## config.mk

```make
export PLATFORM = sky130hd
export DESIGN_NAME = ram_arbiter
export DESIGN_NICKNAME = d
export VERILOG_FILES = /design/src/rtl/ram_arb_pkg.sv /design/src/rtl/ram_arb_sel.sv /design/src/rtl/ram_arbiter.sv
export SDC_FILE = /design/constraint.sdc
export NUM_CORES = 1
export LEC_CHECK = 0
export ABC_AREA = 1
export BUFFER_PORTS_ARGS = -buffer_cell sky130_fd_sc_hd__buf_2
export CORE_AREA = 10 10 114 116
export CTS_CLUSTER_SIZE = 16
export DETAILED_ROUTE_END_ITERATION = 12
export DIE_AREA = 0 0 124 126
export HOLD_SLACK_MARGIN = 0.02
export SYNTH_ARGS = -nofsm -noshare
export SYNTH_HDL_FRONTEND = slang
export SYNTH_SLANG_ARGS = --single-unit
```

## constraint.sdc

```tcl
create_clock -name clk -period 2.2 [get_ports clk]
set_input_delay 0.22 -clock clk [delete_from_list [all_inputs] [get_ports clk]]
set_output_delay 0.22 -clock clk [all_outputs]
set_load 0.01 [all_outputs]
```

## src/rtl/ram_arb_pkg.sv

```systemverilog
// Shared types and constants for the two-master RAM port arbiter.
package ram_arb_pkg;

  typedef enum logic [1:0] {
    ARB_IDLE = 2'd0,
    ARB_OWN0 = 2'd1,
    ARB_OWN1 = 2'd2
  } arb_state_t;

  localparam logic REQ_M0 = 1'b0;
  localparam logic REQ_M1 = 1'b1;

endpackage

```

## src/rtl/ram_arb_sel.sv

```systemverilog
// Combinational grant selection: burst-limited round-robin between m0 and m1.
module ram_arb_sel
  import ram_arb_pkg::*;
#(
  parameter int MAX_BURST = 4,
  parameter int CNT_W     = 3
) (
  input  arb_state_t       st,
  input  logic             last,
  input  logic [CNT_W-1:0] cnt,
  input  logic [1:0]       req,
  output logic             gnt,
  output logic             owner
);

  logic cur;
  logic cur_req;
  logic oth_req;

  always_comb begin
    gnt     = 1'b0;
    owner   = REQ_M0;
    cur     = (st == ARB_OWN1) ? REQ_M1 : REQ_M0;
    cur_req = (cur == REQ_M1) ? req[1] : req[0];
    oth_req = (cur == REQ_M1) ? req[0] : req[1];
    case (st)
      ARB_IDLE: begin
        // On a tie the master that did not go last wins.
        if (req[0] && req[1]) begin
          gnt   = 1'b1;
          owner = ~last;
        end else if (req[0]) begin
          gnt   = 1'b1;
          owner = REQ_M0;
        end else if (req[1]) begin
          gnt   = 1'b1;
          owner = REQ_M1;
        end
      end
      ARB_OWN0, ARB_OWN1: begin
        if (cur_req && (!oth_req || (cnt < CNT_W'(MAX_BURST)))) begin
          gnt   = 1'b1;
          owner = cur;
        end else if (oth_req) begin
          gnt   = 1'b1;
          owner = ~cur;
        end
      end
      default: begin
        gnt   = 1'b0;
        owner = REQ_M0;
      end
    endcase
  end

endmodule

```

## src/rtl/ram_arbiter.sv

```systemverilog
// Shares one RAM port between m0 (core) and m1 (loader DMA); grants are
// combinational, read data returns to the issuing master one cycle later.
module ram_arbiter
  import ram_arb_pkg::*;
#(
  parameter int MAX_BURST = 4,
  parameter int ADDR_W    = 32
) (
  input  logic              clk,
  input  logic              rst,
  input  logic              m0_req,
  input  logic              m0_re,
  input  logic [3:0]        m0_we,
  input  logic [ADDR_W-1:0] m0_addr,
  input  logic [31:0]       m0_wdata,
  input  logic              m1_req,
  input  logic              m1_re,
  input  logic [3:0]        m1_we,
  input  logic [ADDR_W-1:0] m1_addr,
  input  logic [31:0]       m1_wdata,
  output logic              m0_gnt,
  output logic              m1_gnt,
  output logic              m0_rvalid,
  output logic              m1_rvalid,
  output logic [31:0]       m0_rdata,
  output logic [31:0]       m1_rdata,
  output logic              ram_r,
  output logic [3:0]        ram_w,
  output logic [ADDR_W-1:0] ram_addr,
  output logic [31:0]       ram_in,
  input  logic [31:0]       ram_out
);

  localparam int CNT_W = $clog2(MAX_BURST + 1);

  arb_state_t       st, st_nxt;
  logic             last, last_nxt;
  logic [CNT_W-1:0] cnt, cnt_nxt;
  logic             rd_pend;
  logic             rd_tag;

  logic             sel_gnt;
  logic             gnt;
  logic             owner;
  logic             g_re;
  logic [3:0]       g_we;

  ram_arb_sel #(
    .MAX_BURST (MAX_BURST),
    .CNT_W     (CNT_W)
  ) u_sel (
    .st    (st),
    .last  (last),
    .cnt   (cnt),
    .req   ({m1_req, m0_req}),
    .gnt   (sel_gnt),
    .owner (owner)
  );

  // Grants are combinational from req, so they are held off while in reset.
  assign gnt    = sel_gnt && !rst;
  assign m0_gnt = gnt && (owner == REQ_M0);
  assign m1_gnt = gnt && (owner == REQ_M1);

  always_comb begin
    st_nxt   = st;
    last_nxt = last;
    cnt_nxt  = cnt;
    if (!gnt) begin
      st_nxt  = ARB_IDLE;
      cnt_nxt = '0;
    end else if ((st != ARB_IDLE) && (owner == ((st == ARB_OWN1) ? REQ_M1 : REQ_M0))) begin
      if (cnt != CNT_W'(MAX_BURST)) begin
        cnt_nxt = cnt + CNT_W'(1);
      end
    end else begin
      st_nxt   = (owner == REQ_M1) ? ARB_OWN1 : ARB_OWN0;
      cnt_nxt  = CNT_W'(1);
      last_nxt = owner;
    end
  end

  always_comb begin
    g_re     = (owner == REQ_M1) ? m1_re : m0_re;
    g_we     = (owner == REQ_M1) ? m1_we : m0_we;
    ram_r    = 1'b0;
    ram_w    = 4'h0;
    ram_addr = '0;
    ram_in   = '0;
    if (gnt) begin
      // A write wins over a simultaneous read; no read data is returned.
      ram_r    = g_re && (g_we == 4'h0);
      ram_w    = g_we;
      ram_addr = (owner == REQ_M1) ? m1_addr : m0_addr;
      ram_in   = (owner == REQ_M1) ? m1_wdata : m0_wdata;
    end
  end

  always_ff @(posedge clk or posedge rst) begin
    if (rst) begin
      st      <= ARB_IDLE;
      last    <= REQ_M1;
      cnt     <= '0;
      rd_pend <= 1'b0;
      rd_tag  <= REQ_M0;
    end else begin
      st      <= st_nxt;
      last    <= last_nxt;
      cnt     <= cnt_nxt;
      rd_pend <= ram_r;
      if (ram_r) begin
        rd_tag <= owner;
      end
    end
  end

  assign m0_rvalid = rd_pend && (rd_tag == REQ_M0);
  assign m1_rvalid = rd_pend && (rd_tag == REQ_M1);
  assign m0_rdata  = m0_rvalid ? ram_out : 32'h0;
  assign m1_rdata  = m1_rvalid ? ram_out : 32'h0;

endmodule

```

* After elaboration in Yosys (flattened, before gate mapping)
Index checks and enable logic that the tools add are counted.
** Operators by class
- Add/sub/neg operators :: 1
- Reductions and logical operators :: 17
- Mux-type cells :: 30
- Bitwise operators :: 5
- Equal/unequal tests :: 6
- $lt $le $gt $ge :: 1
** Operators by type and width (count)
- two-way mux 32 bit :: 6
- two-way mux 1 bit :: 14
- logical AND 1 bit :: 9
- two-way mux 3 bit :: 3
- two-way mux 4 bit :: 2
- two-way mux 2 bit :: 3
- inverter 1 bit :: 5
- zero test 4 bit :: 1
- case mux 1 bit (2 select lines) :: 2
- adder 3 x 1 -> 3 bit, second input constant :: 1
- less-than comparator 3 bit, second input constant :: 1
- != test 3 x 2 -> 1 bit, second input constant :: 1
- != test 3 bit, second input constant :: 1
- == test 2 x 1 -> 1 bit, second input constant :: 1
- == test 2 bit, second input constant :: 1
- zero test 1 bit :: 2
- zero test 2 bit :: 1
- != test 2 bit, second input constant :: 1
- AND reduction 2 bit :: 1
- nonzero test 2 bit :: 1
- OR reduction 2 bit :: 1
- == test 1 bit :: 1
- logical OR 1 bit :: 1
** Word-level totals
- Register bits :: 8
- Logic and storage cells :: 65
- Input port bits :: 174

* Depth between registers and ports, before layout
- Word-level depth :: 12
- Depth in mapped cells :: 17
- Mapped depth without buffers :: 17

* Cells and area by module
From an unflattened synthesis, not the netlist that was laid out.
** Unflattened totals
- Cells, all modules :: 300
- Area, all modules :: 1836.8 sq um
** Modules (own cells, without submodules)
- ram_arbiter :: area an instance 1675.4 sq um, seq. area each 201.4 sq um, cells an instance 269, times used 1
- ram_arb_sel :: area an instance 161.4 sq um, seq. area each 0.0 sq um, cells an instance 31, times used 1

* Least setup slack after synthesis
No wires, ideal clock.
- Path type :: reg2out
- Start :: register st[0]
- End :: output port ram_addr[0]
- Slack :: 0.122 ns
- Arrival time :: 1.858 ns
- Stages on the path, launching flop included :: 15
- Cells stage by stage :: dfrtp_1 -> inv_1 -> ha_1 -> inv_1 -> nand2_1 -> nand3_1 -> nand3_1 -> nand3_2 -> nand2_4 -> nand2_4 -> nand2_2 -> inv_2 -> buf_6 -> buf_6 -> a22o_1
** Between the ends
- Cells in the longest elaborated chain, start to end :: 10
- Elaborated cells on any way between the ends :: 20
** RTL lines
- from (decl) :: RTL line ram_arbiter.sv:36 : arb_state_t st, st_nxt;
- from (signal assigned) :: RTL line ram_arbiter.sv:107 : st <= st_nxt;
- == test 2 bit :: RTL line ram_arb_sel.sv:23, ram_arb_sel.sv:26
- two-way mux 1 bit :: RTL line ram_arb_sel.sv:23 : cur = (st == ARB_OWN1) ? REQ_M1 : REQ_M0;
- two-way mux 1 bit :: RTL line ram_arb_sel.sv:25 : oth_req = (cur == REQ_M1) ? req[0] : req[1];
- zero test 1 bit :: RTL line ram_arb_sel.sv:41 : if (cur_req && (!oth_req || (cnt < CNT_W'(MAX_BURST)))) begin
- logical OR 1 bit :: RTL line ram_arb_sel.sv:41
- logical AND 1 bit :: RTL line ram_arb_sel.sv:41
- two-way mux 1 bit :: RTL line ram_arb_sel.sv:41
- case mux 1 bit (2 select lines) :: RTL line ram_arb_sel.sv:26 : case (st)
- two-way mux 32 bit / logical AND 1 bit (equally long branches) :: RTL line ram_arbiter.sv:94, ram_arbiter.sv:61
- two-way mux 32 bit (*) :: RTL line ram_arbiter.sv:90 : if (gnt) begin
- to (decl) :: RTL line ram_arbiter.sv:29 : output logic [ADDR_W-1:0] ram_addr,
Every way passes the cells marked *; elsewhere a longest branch is shown, timed or not.

* Worst setup path in the final report
- Start :: register st[0]
- End :: output port ram_addr[28]
The elaborated chain is that of the path after synthesis.

==> out/qor.csv <==
stage,metric,value,unit
sta,crit share post-route,112,%
routing,drt first pass iters,5,
worst_setup_path,worst path arrival time,2.24,ns
global_routing,first-pass GRT wire length,19000,um
synthesis,Synth top cells by count,"73 x nor2_1, 64 x a22o_1, 53 x inv_1",
synthesis,Yosys cell types,26,
clock_network,Skew-Pair Late Insertion Delay,0.23,ns
routing,WL per Instance,18.6,um
place,DP Area,3560,um2
die,Std-Cell Rows,38,
worst_setup_path,slowest CP cell,dfrtp_1,
finish,Finished Cell Area,4250,um2
global_routing,grt ovf,0,
finish,fin nets,813,
die,Die Width,124,um
worst_setup_path,"Buf+Inv Stages, Crit Path",5,
synthesis,post-synth top area cell,a22o_1,
clock_network,H-tree depth,1,
sta,Max Slew Vio Count,0,
global_routing,largest net degree at the start of global routing,38,
pwr,PwrDens,969,nW/um2
synthesis,Syn Inst Count,296,
clock_network,Inserted Clock Buffers,3,
synthesis,post-synthesis mux area share,0,%
synthesis,post-synthesis cell area,1830,um2
sta,Slew headroom,35.0,%
finish,Area Growth Syn to Fin,132,%
sta,RSZ-0062 raised after global routing,yes,
routing,via count,3414,
clock_network,CTS tree,yes,
synthesis,Synth Area in XOR/XNOR,0.958,%
global_routing,vias in the first global route,3308,
sta,# setup viols final,77,
sta,Max Clk Rate,0.407,GHz
die,initial core utilization,17.1,%
pwr,maximum VDD drop,0.000397,V
worst_setup_path,critical-path cell list,inv_2 > ha_4 > inv_2 > nand2_2 > nand3_2 > nand3_2 > nand3_2 > nand2_4 > nand2_8 > nor2_4 > buf_6 > buf_12 > a22o_1 > buf_2,
synthesis,Async SR Flop Fraction,100,%
routing,residual DRC count,0,
die,Top-Level Pins,311,
die,Die ar.,15600,um2
sta,fin crit period,2.46,ns
pwr,total power,4.12,mW
place,global placement routability congestion,0.916,
worst_setup_path,CP max stage delay,0.39,ns
sta,Slew @ Worst Pin,0.973,ns
place,PortBufs,310,
pwr,leakage,2.73,nW
finish,register area,203,um2
synthesis,compound-gate portion of the synthesized area,34.2,%
routing,Routed Antenna Nets,0,
worst_hold_path,Worst Hold Class,input pin to register,
run,number of max-cap violations,0,
finish,share of layout cells above drive strength 1,62.8,%
worst_setup_path,crit path launch type,register,
worst_setup_path,CP Max Fanout,19,
synthesis,Area contributors post-synth,"a22o_1 31%, nor2_1 15%, inv_1 11%, dfrtp_1 9.6%, nand2_1 7.4%",
synthesis,most numerous cell in the Yosys netlist,nor2_1,
worst_setup_path,CP Capture Type,output port,
worst_setup_path,crit-path leading delay family,simple AND/OR/NAND/NOR gates,
synthesis,Synth Area per Inst,6.18,um2
sta,skew final,0.00243,ns
run_status,failing checks,negative setup slack,
clock_network,Max Root-Sink Buffers,2,
die,core area,10700,um2
synthesis,synthesized net count,476,
synthesis,synthesis warning total,0,
synthesis,share of the synthesized area in the top cell type,30.6,%
finish,Filler cells,1133,
synthesis,register area share after synthesis,11.0,%
run_status,status,"complete, but fails checks",
synthesis,dominant synthesized flop cell,dfrtp_1,
place,placed wire-length estimate,11400,um
die,die height,126,um
sta,Final Hold Viols,0,
global_routing,Total GRT Usage,15.3,%
routing,First DRT Iteration DRCs,224,
synthesis,post-synthesis simple-gate area fraction,29.5,%
synthesis,largest family of logic cells by synthesized area,compound AO/OA/AOI/OAI gates,
routing,DRT Wirelength,14400,um
worst_setup_path,Worst R2R Setup Slack,-0.14,ns
synthesis,#FFs+latches synth,8,
sta,setup slack after layout,-0.257,ns
worst_setup_path,WP data required,1.98,ns
synthesis,Post-Synth Adder-Cell Area,4.10,%
routing,Vias/cell,4.41,
worst_setup_path,most frequent CP cell,nand3_2,
finish,multi-input logic area,1410,um2
worst_setup_path,WS Path Type,register to output port,
synthesis,"EDFF count, synth",0,
clock_network,Clock Sinks,8,
global_routing,initial antenna violation count,3,
clock_network,"CTS clk-pin slew, worst paths",0.04,ns
clock_network,root buffer cell,clkbuf_8,
[cells in the final DEF, fill, tap and decap left out, drive strengths merged]
| cell | instances |
|---|---|
| a21oi | 2 |
| a22o | 64 |
| buf | 345 |
| clkbuf | 9 |
| clkinv | 2 |
| dfrtp | 7 |
| dfstp | 1 |
| diode | 3 |
| dlygate4sd3 | 1 |
| ha | 6 |
| inv | 56 |
| nand2 | 39 |
| nand3 | 10 |
| nand3b | 4 |
| nor2 | 75 |
| o21a | 1 |
| o21ai | 8 |
| xnor2 | 1 |
| xor2 | 1 |
[through the flow]
step / worst slack [ns] / TNS [ns] / hold WS, ns / instances / utilization (%)
CTS: -0.203 / -11.30 / 0.368 / 760 / 36.9
global route: -0.367 / -24.73 / 0.413 / 774 / 39.7
global placement: 0.0288 / 0 / 0.206 / 740 / 33.2
floorplan: 0.122 / 0 / 0.0349 / 296 / -
detailed placement: 0.00663 / 0 / 0.200 / 740 / 33.2
finish: -0.257 / -16.27 / 0.366 / 775 / 39.8
[final timing paths]
kind                                from           end  cells after the start
worst max-delay path               st[0]  ram_addr[28]                     14
worst max register to register     st[0]         st[1]                     19
max in group asynchronous            rst          last                      3
worst min register to register      last          last                      2
worst min-delay path            m0_we[3]       rd_pend                      6
min in group asynchronous            rst        cnt[0]                      3
[power by group]
part           internal, mW  total (mW)  switching, mW
Clock                 0.126       0.192         0.0653
Sequential            0.195       0.236         0.0412
Combinational          1.88        3.69           1.81
[registers in the layout, indices dropped and copies added (netlist names)]
name,cells
cnt,3
st,2
last,1
rd_pend,1
rd_tag,1
[worst min-delay path, stage by stage]
cell and delay (ns):
buf_2 0.09, nand2_1 0.04, nand2_1 0.06, nor2_2 0.04, nand3_2 0.06, inv_2 0.04
[timing repair]
item | in CTS | in global routing
buffers inserted | 12 | 5
pin swaps | 7 | 12
hold endpoints to repair | 7 | 0
endpoints found under the setup margin | 71 | 77
gates cloned | 3 | 8
hold buffers | 1 | 0
gates resized for setup | 40 | 35
[routing by layer]
metal  GRT usage (%)  vias up  wire length [um]
met4            4.40        0               444
met1            15.8     1521              4840
met2            29.4      209              7750
met3            3.26       32              1420
li1                -     1652                 -
met5               0        -                 0
[kinds of logic after synthesis]
logic type	after synthesis
AO/OA/AOI/OAI	75
XOR/XNOR	2
adder cells (fa/ha/maj)	6
buffers and inverters	77
flip-flops	8
AND/OR/NAND/NOR	128
[area by class of cell]
type	count	share of cell area, %
Clock buffer	4	1.06
Sequential cell	8	4.77
Tap cell	140	4.12
Multi-Input combinational cell	211	33.1
Timing Repair Buffer	351	51.0
Timing Repair inverter	1	0.382
Inverter	57	5.41
Antenna cell	3	0.177
(Power assumes the default switching activity.)
